### src/rtl/gate_bist.sv
// gate_bist: self-test sequencer for the two-input, seven-output gate block.
// Ports: clk, rst (sync, active-high), start -> a/b stimulus, y (7b) in ->
//   busy, done, pass, fail_mask[6:0], fail_vec[1:0], fail_valid.
module gate_bist #(
    parameter int unsigned SETTLE_CYCLES = 2
) (
    input  logic       clk,
    input  logic       rst,
    input  logic       start,
    output logic       a,
    output logic       b,
    input  logic [6:0] y,
    output logic       busy,
    output logic       done,
    output logic       pass,
    output logic [6:0] fail_mask,
    output logic [1:0] fail_vec,
    output logic       fail_valid
);

    typedef enum logic [1:0] {
        IDLE,
        SETTLE,
        CHECK,
        FINISH
    } state_t;

    localparam logic [7:0] CNT_INIT = 8'(SETTLE_CYCLES - 1);

    state_t     state_q, state_d;
    logic [1:0] vec_q, vec_d;
    logic [7:0] cnt_q, cnt_d;
    logic       busy_q, busy_d;
    logic       done_q, done_d;
    logic       pass_q, pass_d;
    logic [6:0] mask_q, mask_d;
    logic [1:0] fvec_q, fvec_d;
    logic       fvld_q, fvld_d;
    logic [6:0] exp_y;
    logic [6:0] mm;

    // Truth table bits: {XNOR,NOR,XOR,NAND,NOTa,OR,AND}
    always_comb begin
        exp_y = 7'h00;
        unique case (vec_q)
            2'b00: exp_y = 7'h6C;
            2'b01: exp_y = 7'h1E;
            2'b10: exp_y = 7'h1A;
            2'b11: exp_y = 7'h43;
        endcase
    end

    assign mm = y ^ exp_y;

    always_comb begin
        state_d = state_q;
        vec_d   = vec_q;
        cnt_d   = cnt_q;
        busy_d  = busy_q;
        done_d  = 1'b0;
        pass_d  = pass_q;
        mask_d  = mask_q;
        fvec_d  = fvec_q;
        fvld_d  = fvld_q;
        unique case (state_q)
            IDLE: begin
                if (start) begin
                    vec_d   = 2'b00;
                    mask_d  = 7'h00;
                    fvld_d  = 1'b0;
                    fvec_d  = 2'b00;
                    pass_d  = 1'b0;
                    busy_d  = 1'b1;
                    cnt_d   = CNT_INIT;
                    state_d = SETTLE;
                end
            end
            SETTLE: begin
                if (cnt_q == 8'd0) begin
                    state_d = CHECK;
                end else begin
                    cnt_d = cnt_q - 8'd1;
                end
            end
            CHECK: begin
                mask_d = mask_q | mm;
                // Only the first failing vector is recorded.
                if (mm != 7'h00 && !fvld_q) begin
                    fvec_d = vec_q;
                    fvld_d = 1'b1;
                end
                if (vec_q == 2'b11) begin
                    // busy drops here so FINISH is not a busy cycle.
                    busy_d  = 1'b0;
                    state_d = FINISH;
                end else begin
                    vec_d   = vec_q + 2'd1;
                    cnt_d   = CNT_INIT;
                    state_d = SETTLE;
                end
            end
            FINISH: begin
                done_d  = 1'b1;
                busy_d  = 1'b0;
                pass_d  = (mask_q == 7'h00);
                vec_d   = 2'b00;
                state_d = IDLE;
            end
        endcase
    end

    always_ff @(posedge clk) begin
        if (rst) begin
            state_q <= IDLE;
            vec_q   <= 2'b00;
            cnt_q   <= 8'd0;
            busy_q  <= 1'b0;
            done_q  <= 1'b0;
            pass_q  <= 1'b0;
            mask_q  <= 7'h00;
            fvec_q  <= 2'b00;
            fvld_q  <= 1'b0;
        end else begin
            state_q <= state_d;
            vec_q   <= vec_d;
            cnt_q   <= cnt_d;
            busy_q  <= busy_d;
            done_q  <= done_d;
            pass_q  <= pass_d;
            mask_q  <= mask_d;
            fvec_q  <= fvec_d;
            fvld_q  <= fvld_d;
        end
    end

    assign a          = vec_q[1];
    assign b          = vec_q[0];
    assign busy       = busy_q;
    assign done       = done_q;
    assign pass       = pass_q;
    assign fail_mask  = mask_q;
    assign fail_vec   = fvec_q;
    assign fail_valid = fvld_q;

endmodule

### config.mk
export PLATFORM = sky130hd
export DESIGN_NAME = gate_bist
export DESIGN_NICKNAME = d
export VERILOG_FILES = /design/src/rtl/gate_bist.sv
export SDC_FILE = /design/constraint.sdc
export NUM_CORES = 1
export LEC_CHECK = 0
export CORE_AREA = 10 10 56 58
export DETAILED_ROUTE_END_ITERATION = 10
export DIE_AREA = 0 0 66 68
export DONT_BUFFER_PORTS = 1
export PLACE_DENSITY_LB_ADDON = 0.15
export SYNTH_ARGS = -nofsm -noshare
export SYNTH_HDL_FRONTEND = slang
export SYNTH_SLANG_ARGS = --single-unit
### constraint.sdc
create_clock -name clk -period 3.47 [get_ports clk]
set_input_delay 0.8675 -clock clk [delete_from_list [all_inputs] [get_ports clk]]
set_output_delay 0.8675 -clock clk [all_outputs]
set_load 0.005 [all_outputs]
Word level (Yosys, flattened, before mapping)
Index checks and enable logic that the tools add are counted.
{ "word_totals": {"output_inout_bits": 15, "wordCells": 67, "inputBits": 10, "regBits": 25} }
{ "op_classes": {"addsub": 2, "muxes": 24, "n_eq_ne": 12, "bitwise_logic": 2, "reduce_logical": 18} }
{ "ops": {"columns": ["operator", "count"], "rows": [
  ["$pmux W7 S4", 1],
  ["$mux W8", 3],
  ["$pmux W8 S3", 1],
  ["$pmux W7 S2", 1],
  ["$mux W2", 6],
  ["$ne A2 B2 Y1 const B", 6],
  ["$reduce_and A3 Y1", 3],
  ["$eq A2 B2 Y1 const B", 4],
  ["$logic_not A8 Y1", 1],
  ["$pmux W2 S4", 1],
  ["$sub A8 B1 Y8 const B", 1],
  ["$logic_not A7 Y1", 1],
  ["$mux W7", 1],
  ["$or A7 B7 Y7", 1],
  ["$reduce_bool A7 Y1", 1],
  ["$xor A7 B7 Y7", 1],
  ["$pmux W2 S3", 1],
  ["$reduce_and A2 Y1", 3],
  ["$reduce_bool A3 Y1", 2],
  ["$mux W1", 5],
  ["$eq A2 B1 Y1 const B", 2],
  ["$logic_not A2 Y1", 2],
  ["$pmux W1 S2", 2],
  ["$pmux W2 S2", 1],
  ["6 further kinds", 7]
]} }

Logic depth before layout (Yosys ltp)
{ "logic_depth": {"ltp_word": 7, "depth_mapped": 7, "depth_no_buf": 6} }

Worst setup path after synthesis
No wires, ideal clock.
{ "synth_timing": {"path_type": "register to register", "startpoint": "register cnt_q[0]", "endpoint": "register cnt_q[7]", "setup_slack_ns": 1.773, "setup_time_ns": 0.119, "synth_period_minus_slack_ns": 1.697, "required_time_ns": 3.351, "n_path_buf": 1, "t_arrival_ns": 1.578, "path_stages_with_launch": 8, "path_cell_list": "dfxtp_1 -> inv_1 -> ha_1 -> or3b_1 -> clkbuf_1 -> o2111ai_1 -> or3_1 -> mux2i_1"} }
{ "synth_via": {"elab_chain_cells": 3, "word_cells_on_any_way": 6, "cone_classes": "1 x add/sub; 1 x eq/ne; 2 x mux; 2 x reduce/logical"} }
{ "synth_rtl": {"columns": ["element", "line", "rtl"], "rows": [
  ["start: declaration", "32", "logic [7:0] cnt_q, cnt_d;"],
  ["start signal: assignment", "126", "cnt_q <= cnt_d;"],
  ["$sub A8 B1 Y8 / $logic_not A8 Y1 (equally long branches)", "82, 79", null],
  ["$mux W8 / $ne A2 B2 Y1 (equally long branches)", null, null],
  ["$pmux W8 S3 / $reduce_and A4 Y1 (equally long branches)", null, null]
]} }
Parallel ways exist; a longest one is shown, timed or not. The select of a mux whose other input is x is not followed.
A chain may end at the register's enable or synchronous reset.

Final worst setup path
{ "layout_timing": {"startpoint": "register state_q[1]", "endpoint": "register fvec_q[1] (netlist: fail_vec[1])"} }
{ "layout_via": {"elab_chain_cells": 3, "word_cells_on_any_way": 7, "cone_classes": "3 x eq/ne; 1 x mux; 3 x reduce/logical"} }
{ "layout_rtl": {"columns": ["element", "line", "rtl"], "rows": [
  ["start: declaration", "30", "state_t state_q, state_d;"],
  ["start signal: assignment", "124", "state_q <= state_d;"],
  ["$eq A2 B2 Y1 / $logic_not A2 Y1 (equally long branches)", "65", "unique case (state_q)"],
  ["$ne A2 B2 Y1 (no source line) / $reduce_bool A2 Y1 (equally long branches)", null, null],
  ["$reduce_and A3 Y1 (no source line)", null, null],
  ["end signal: assignment", "131", "fvec_q <= fvec_d;"],
  ["end: declaration", "37", "logic [1:0] fvec_q, fvec_d;"]
]} }
Parallel ways exist; a longest one is shown, timed or not.

==> impl_metrics.tcl <==
set metrics [dict create \
    endpoint_kind "flop" \
    place_hpwl_um 2010 \
    layout_commonest_cell "dfxtp_1" \
    switching_share_pct 30.0 \
    p_total_mw 0.576 \
    clkPwrFrac_pct 21.9 \
    grtUsageTotal_pct 12.7 \
    setup-tns-final_ns 0 \
    finalCriticalPeriod_ns 1.91 \
    final_hold_viol_count 0 \
    diodes 0 \
    fin_crit_sh_pct 55.0 \
    clkSinkCount 25 \
    cp.arrival_ns 2.15 \
    syn-num-nets 162 \
    post-route-util_pct 62.2 \
    power.density_nw_per_um2 440 \
    cts_buffers 3 \
    synth_warnings 0 \
    initial_core_util_pct 61.1 \
    gp_congestion 0.791 \
    ys_types 41 \
    layout-drive-gt1-share_pct 5.63 \
    cts_resized 0 \
    root_buffer "clkbuf_4" \
    max_freq_mhz 524 \
    wl_per_cell_um 15.5 \
    clk_pin_slew_ns 0.13 \
    timing.setup.critical_path_class "reg -> reg" \
    syn_to_final_growth_pct 1.65 \
    rsz0062_at_grt "false" \
    worst_slew_margin_rel_pct 49.7 \
    postSynthCellCount 146 \
    hold_path_startpoint "busy" \
    pwr-share-seq_pct 56.6 \
    hold_ws_ns 0.491 \
    final_max_slew_viol_count 0 \
    crit_start "state_q[1]" \
    synth_area_leader_cell "dfxtp_1" \
    critPathLaunchType "flop" \
    cts_hold_buf 0 \
    switchingPower_mw 0.173 \
    post_dp_cell_area_um2 1280 \
    drt_pre_antenna_iters 4 \
    detail-route-antenna-nets 0 \
    skew_ns 0.00350 \
    grt-ovfl-total 0 \
    die_w_um 66 \
    via_count 984 \
    drt_iter0_markers 51 \
    critPathMaxFanout 11 \
    final_cells 170 \
    grt_max_degree 19 \
    setup_viol 0 \
    ir_drop_uv 267 \
    grt_pass1_vias 997 \
    synthTopCellsByArea "dfxtp_1 (39%), ha_1 (5.8%), xor2_1 (5.4%)" \
    tritoncts "yes" \
    final_cell_mix "dfxtp_1 (25), nor2_1 (17), nand2b_1 (9)" \
    worstSkewPairLatency_ns 0.30 \
    rows 17 \
    place.port_buffers 0 \
    cts_buffer_depth 2 \
    synth.cell_area_um2 1290 \
    status "complete, no violations" \
    h-tree-depth 1 \
    postCtsSetupBuffers 0 \
    dp_slack_ns 1.63 \
    dieArea_um2 4490 \
    syn_area_per_cell_um2 8.82 \
    drc 0 \
    fin_ws_ns 1.56 \
    nets 159 \
    worstPathRequired_ns 3.71 \
    p_int_mw 0.404 \
    cap_violations 0 \
    tightest_slew_ns 0.752 \
    die_height_um 68 \
    stdcell_area_um2 1310 \
    wirelength_um 2640 \
    fp.coreArea_um2 2110 \
    yosys.area.top_type_share_pct 38.9 \
    grt_pass1_wl_um 4650 \
    hold_class "reg -> reg" \
    p_comb_share_pct 21.4 \
    antenna_found_initial 0 \
    seq_area_frac_synth_pct 38.9 \
    numPlacedInstances 166 \
    p_leak_nw 0.487 \
    yosys_register_bits 25 \
    r2r_start "state_q[1]" \
    vias_per_cell 5.79 \
    ios 25 \
]
==> power groups by stage <==
stage	clock (mW)	sequential, mW	combinational [mW]
after floorplan	0	0.325	0.115
after global placement	0	0.332	0.120
after detailed placement	0	0.333	0.123
after CTS	0.130	0.327	0.123
after global routing	0.145	0.330	0.143
final	0.126	0.326	0.124
==> cell usage after synthesis (all sizes together) <==
cell type / n
a32oi: 3
o22ai: 2
xor2: 8
a31oi: 1
nor3: 6
nor4: 2
o2111ai: 2
nor2b: 1
ha: 6
and2b: 1
nand4: 2
mux2: 1
a21o: 1
inv: 7
o21bai: 1
o21ai: 2
nand2: 6
o21a: 2
dfxtp: 25
or3: 2
a211oi: 1
a22oi: 6
xnor2: 4
buf: 3
a21oi: 7
clkbuf: 5
nor2: 17
or3b: 1
or4: 1
nand3: 5
o211ai: 1
and2: 1
a311oi: 1
nand2b: 9
mux2i: 3
==> cells by family (layout without fill, tap and decap cells) <==
group,Yosys count,in the layout,synth area share [%]
AO/OA/AOI/OAI,30,30,17.0
XOR/XNOR,12,12,8.16
adder cells (fa/ha/maj),6,6,5.83
buffers and inverters,15,11,5.15
flip-flops,25,25,38.9
multiplexers,4,4,3.21
AND/OR/NAND/NOR,54,54,21.8
==> path summary, 6_finish.rpt <==
path	slack (ns)	to	cells past startpoint
worst max-delay path	1.56	fail_vec[1]	4
worst min-delay path	0.49	busy	2
worst max register to register	1.56	fail_vec[1]	4
worst min register to register	0.49	busy	2
==> critical path, stage by stage (launching register included) <==
cell	delay (ns)
dfxtp_1	0.47
nor2b_1	0.65
nand2b_1	0.11
a31oi_1	0.38
mux2i_1	0.24
==> routing by layer <==
| layer | up-vias | part of all wire, % | GRT usage [%] |
|---|---|---|---|
| met5 | - | 0 | 0 |
| met1 | 452 | 49 | 17.1 |
| li1 | 507 | - | - |
| met4 | 0 | 0.64 | 4.19 |
| met2 | 23 | 41 | 18.1 |
| met3 | 2 | 9.4 | 5.06 |
==> state kept, by name, indices dropped and copies added, names as in the netlist <==
name,cells
busy,1
pass,1
vec_q,2
fail_mask,7
state_q,2
done,1
fail_vec,2
cnt_q,8
fail_valid,1
==> final cells by class <==
class | count | area (um^2)
clock buffer | 4 | 26.3
fill | 197 | 797
inverter | 7 | 26.3
multi-input combinational | 106 | 721
sequential | 25 | 500
tap | 28 | 35.0
No activity file was read; power rests on OpenSTA's default activity.
==> RTL change (same flow settings) <==
Register the outputs `a` and `b`; this adds one clock of latency there. The other outputs are not delayed to match. Comments in the files are not updated.
--- a/src/rtl/gate_bist.sv
+++ b/src/rtl/gate_bist.sv
@@ -135,4 +135,6 @@
 
-    assign a          = vec_q[1];
-    assign b          = vec_q[0];
+    always_ff @(posedge clk) begin
+        a <= vec_q[1];
+        b <= vec_q[0];
+    end
     assign busy       = busy_q;
Formal check against the unedited RTL: not equivalent (Yosys sat finds a counterexample within 10 cycles, from zero or initial values and one cycle with rst high).
==> RTL change against the unedited design <==
Via count is 8.9% higher. Sequential cell count is 2 higher. Routed wire length is 8.5% higher. Global-route usage is 1.1 points higher. Design area is 9.0% higher. Final cell count is 5.9% higher. Sequential share of layout area is 0.35 points lower. Setup slack worse by 0.20 ns. First-iteration DRC count is 71% higher. Area after synthesis is 7.9% higher.
Power is not compared: it rests on default switching activity, and its combinational part moved more than twofold at a synthesized area within 25%.
==> RTL change: results (changes against the unedited design) <==
| Metric | Value |
|---|---|
| M1 wire length | `1.16 mm (-11%)` |
| Routed vias/inst | `5.96 (+2.9%)` |
| Origin of the worst min-delay path | `vec_q[1]$_SDFFE_PP0P_` |
| Layout cells sized above 1 | `8.55% (+2.9 points)` |
| Worst-Margin Slew | `0.972 ns (+0.219 ns)` |
| Sequential share of the synthesized area | `38.9% (+0.046 points)` |
| Wirelength, routed | `2.86 mm (+8.5%)` |
| Vias in the first global route | `1100 (+10%)` |
| Area occupied by multi-input gates | `798 µm² (+11%)` |
| Synth Net Count | `170 (+4.9%)` |
| Arr. time, crit path | `2.38 ns (+0.23 ns)` |
| Hold Crit Depth | `0 (-2)` |
| Complex-gate fraction of the synthesized area | `18.2% (+1.2 points)` |
| R2r setup slk | `1.36 ns (-0.20 ns)` |
| Hold slack | `0.438 ns (-0.0528 ns)` |
| Filler cell count | `171 (-13%)` |
| GR Util met2 | `25.8% (+7.7 points)` |
| M3 GR Usage | `3.75% (-1.3 points)` |
| RR Startpoint | `vec_q[0]$_SDFFE_PP0P_` |
| Final HPWL DP | `2.17 mm (+8.3%)` |
| First-pass GRT wire length | `4.92 mm (+5.8%)` |
| Placed cell areas | `1400 µm² (+8.9%)` |
| Initial DRC count | `87 (+71%)` |
| Post-synth top cells | `dfxtp_1, nand2_1, nand2b_1, nor2_1, a21oi_1` |
| Max stage delay on crit path | `0.81 ns (+0.16 ns)` |
| Xor/xnor share of the synthesized area | `3.78% (-4.4 points)` |
| Outcome | `completed` |
| Clock-pin slew on the worst setup and hold paths | `0.15 ns (+0.02 ns)` |
| Cell Count, Final, Fillers Out | `180 (+5.9%)` |
| Crit-path max FO | `10 (-1)` |
| GP Congestion | `0.857 (+8.2%)` |
| RR Endpoint | `cnt_q[2]$_SDFFE_PP0P_` |
| Syn_area_per_cell | `9.02 µm² (+2.3%)` |
| CP Depth | `5 (+1)` |
| GRT Total Usage | `13.9% (+1.1 points)` |
| Pre-CTS setup slack | `1.24 ns (-0.393 ns)` |
[RTL change: cell types whose count changed after synthesis, sizes merged, moves of 3 or more]
cell	before	now
nand2	6	12
nor2	17	13
xor2	8	4
a2111oi	0	3
mux2i	3	6
nand2b	9	12
nand3b	0	3
o21ai	2	5
[RTL change: logic make-up (layout without fill, tap and decap cells)]
| group | after synthesis | after routing |
|---|---|---|
| flops | 27 | 27 |
| simple gates | 62 | 62 |
| buf+inv | 12 | 10 |
| mux | 6 | 6 |
| compound gates | 35 | 35 |
| xor+xnor | 6 | 6 |
| fa+ha+maj | 6 | 6 |
[RTL change: final cells by class]
cell class	instances	area share [%]
Clock inverter	1	0.526
Tap cell	28	2.46
Sequential cell	27	37.9
Clock buffer	3	1.58
Inverter	6	1.58
Multi-Input combinational cell	115	56.0
[RTL change: where the power goes]
group	internal [mW]	switching, mW
clock	0.0441	0.0926
sequential	0.355	0.0562
combinational	0.141	0.176
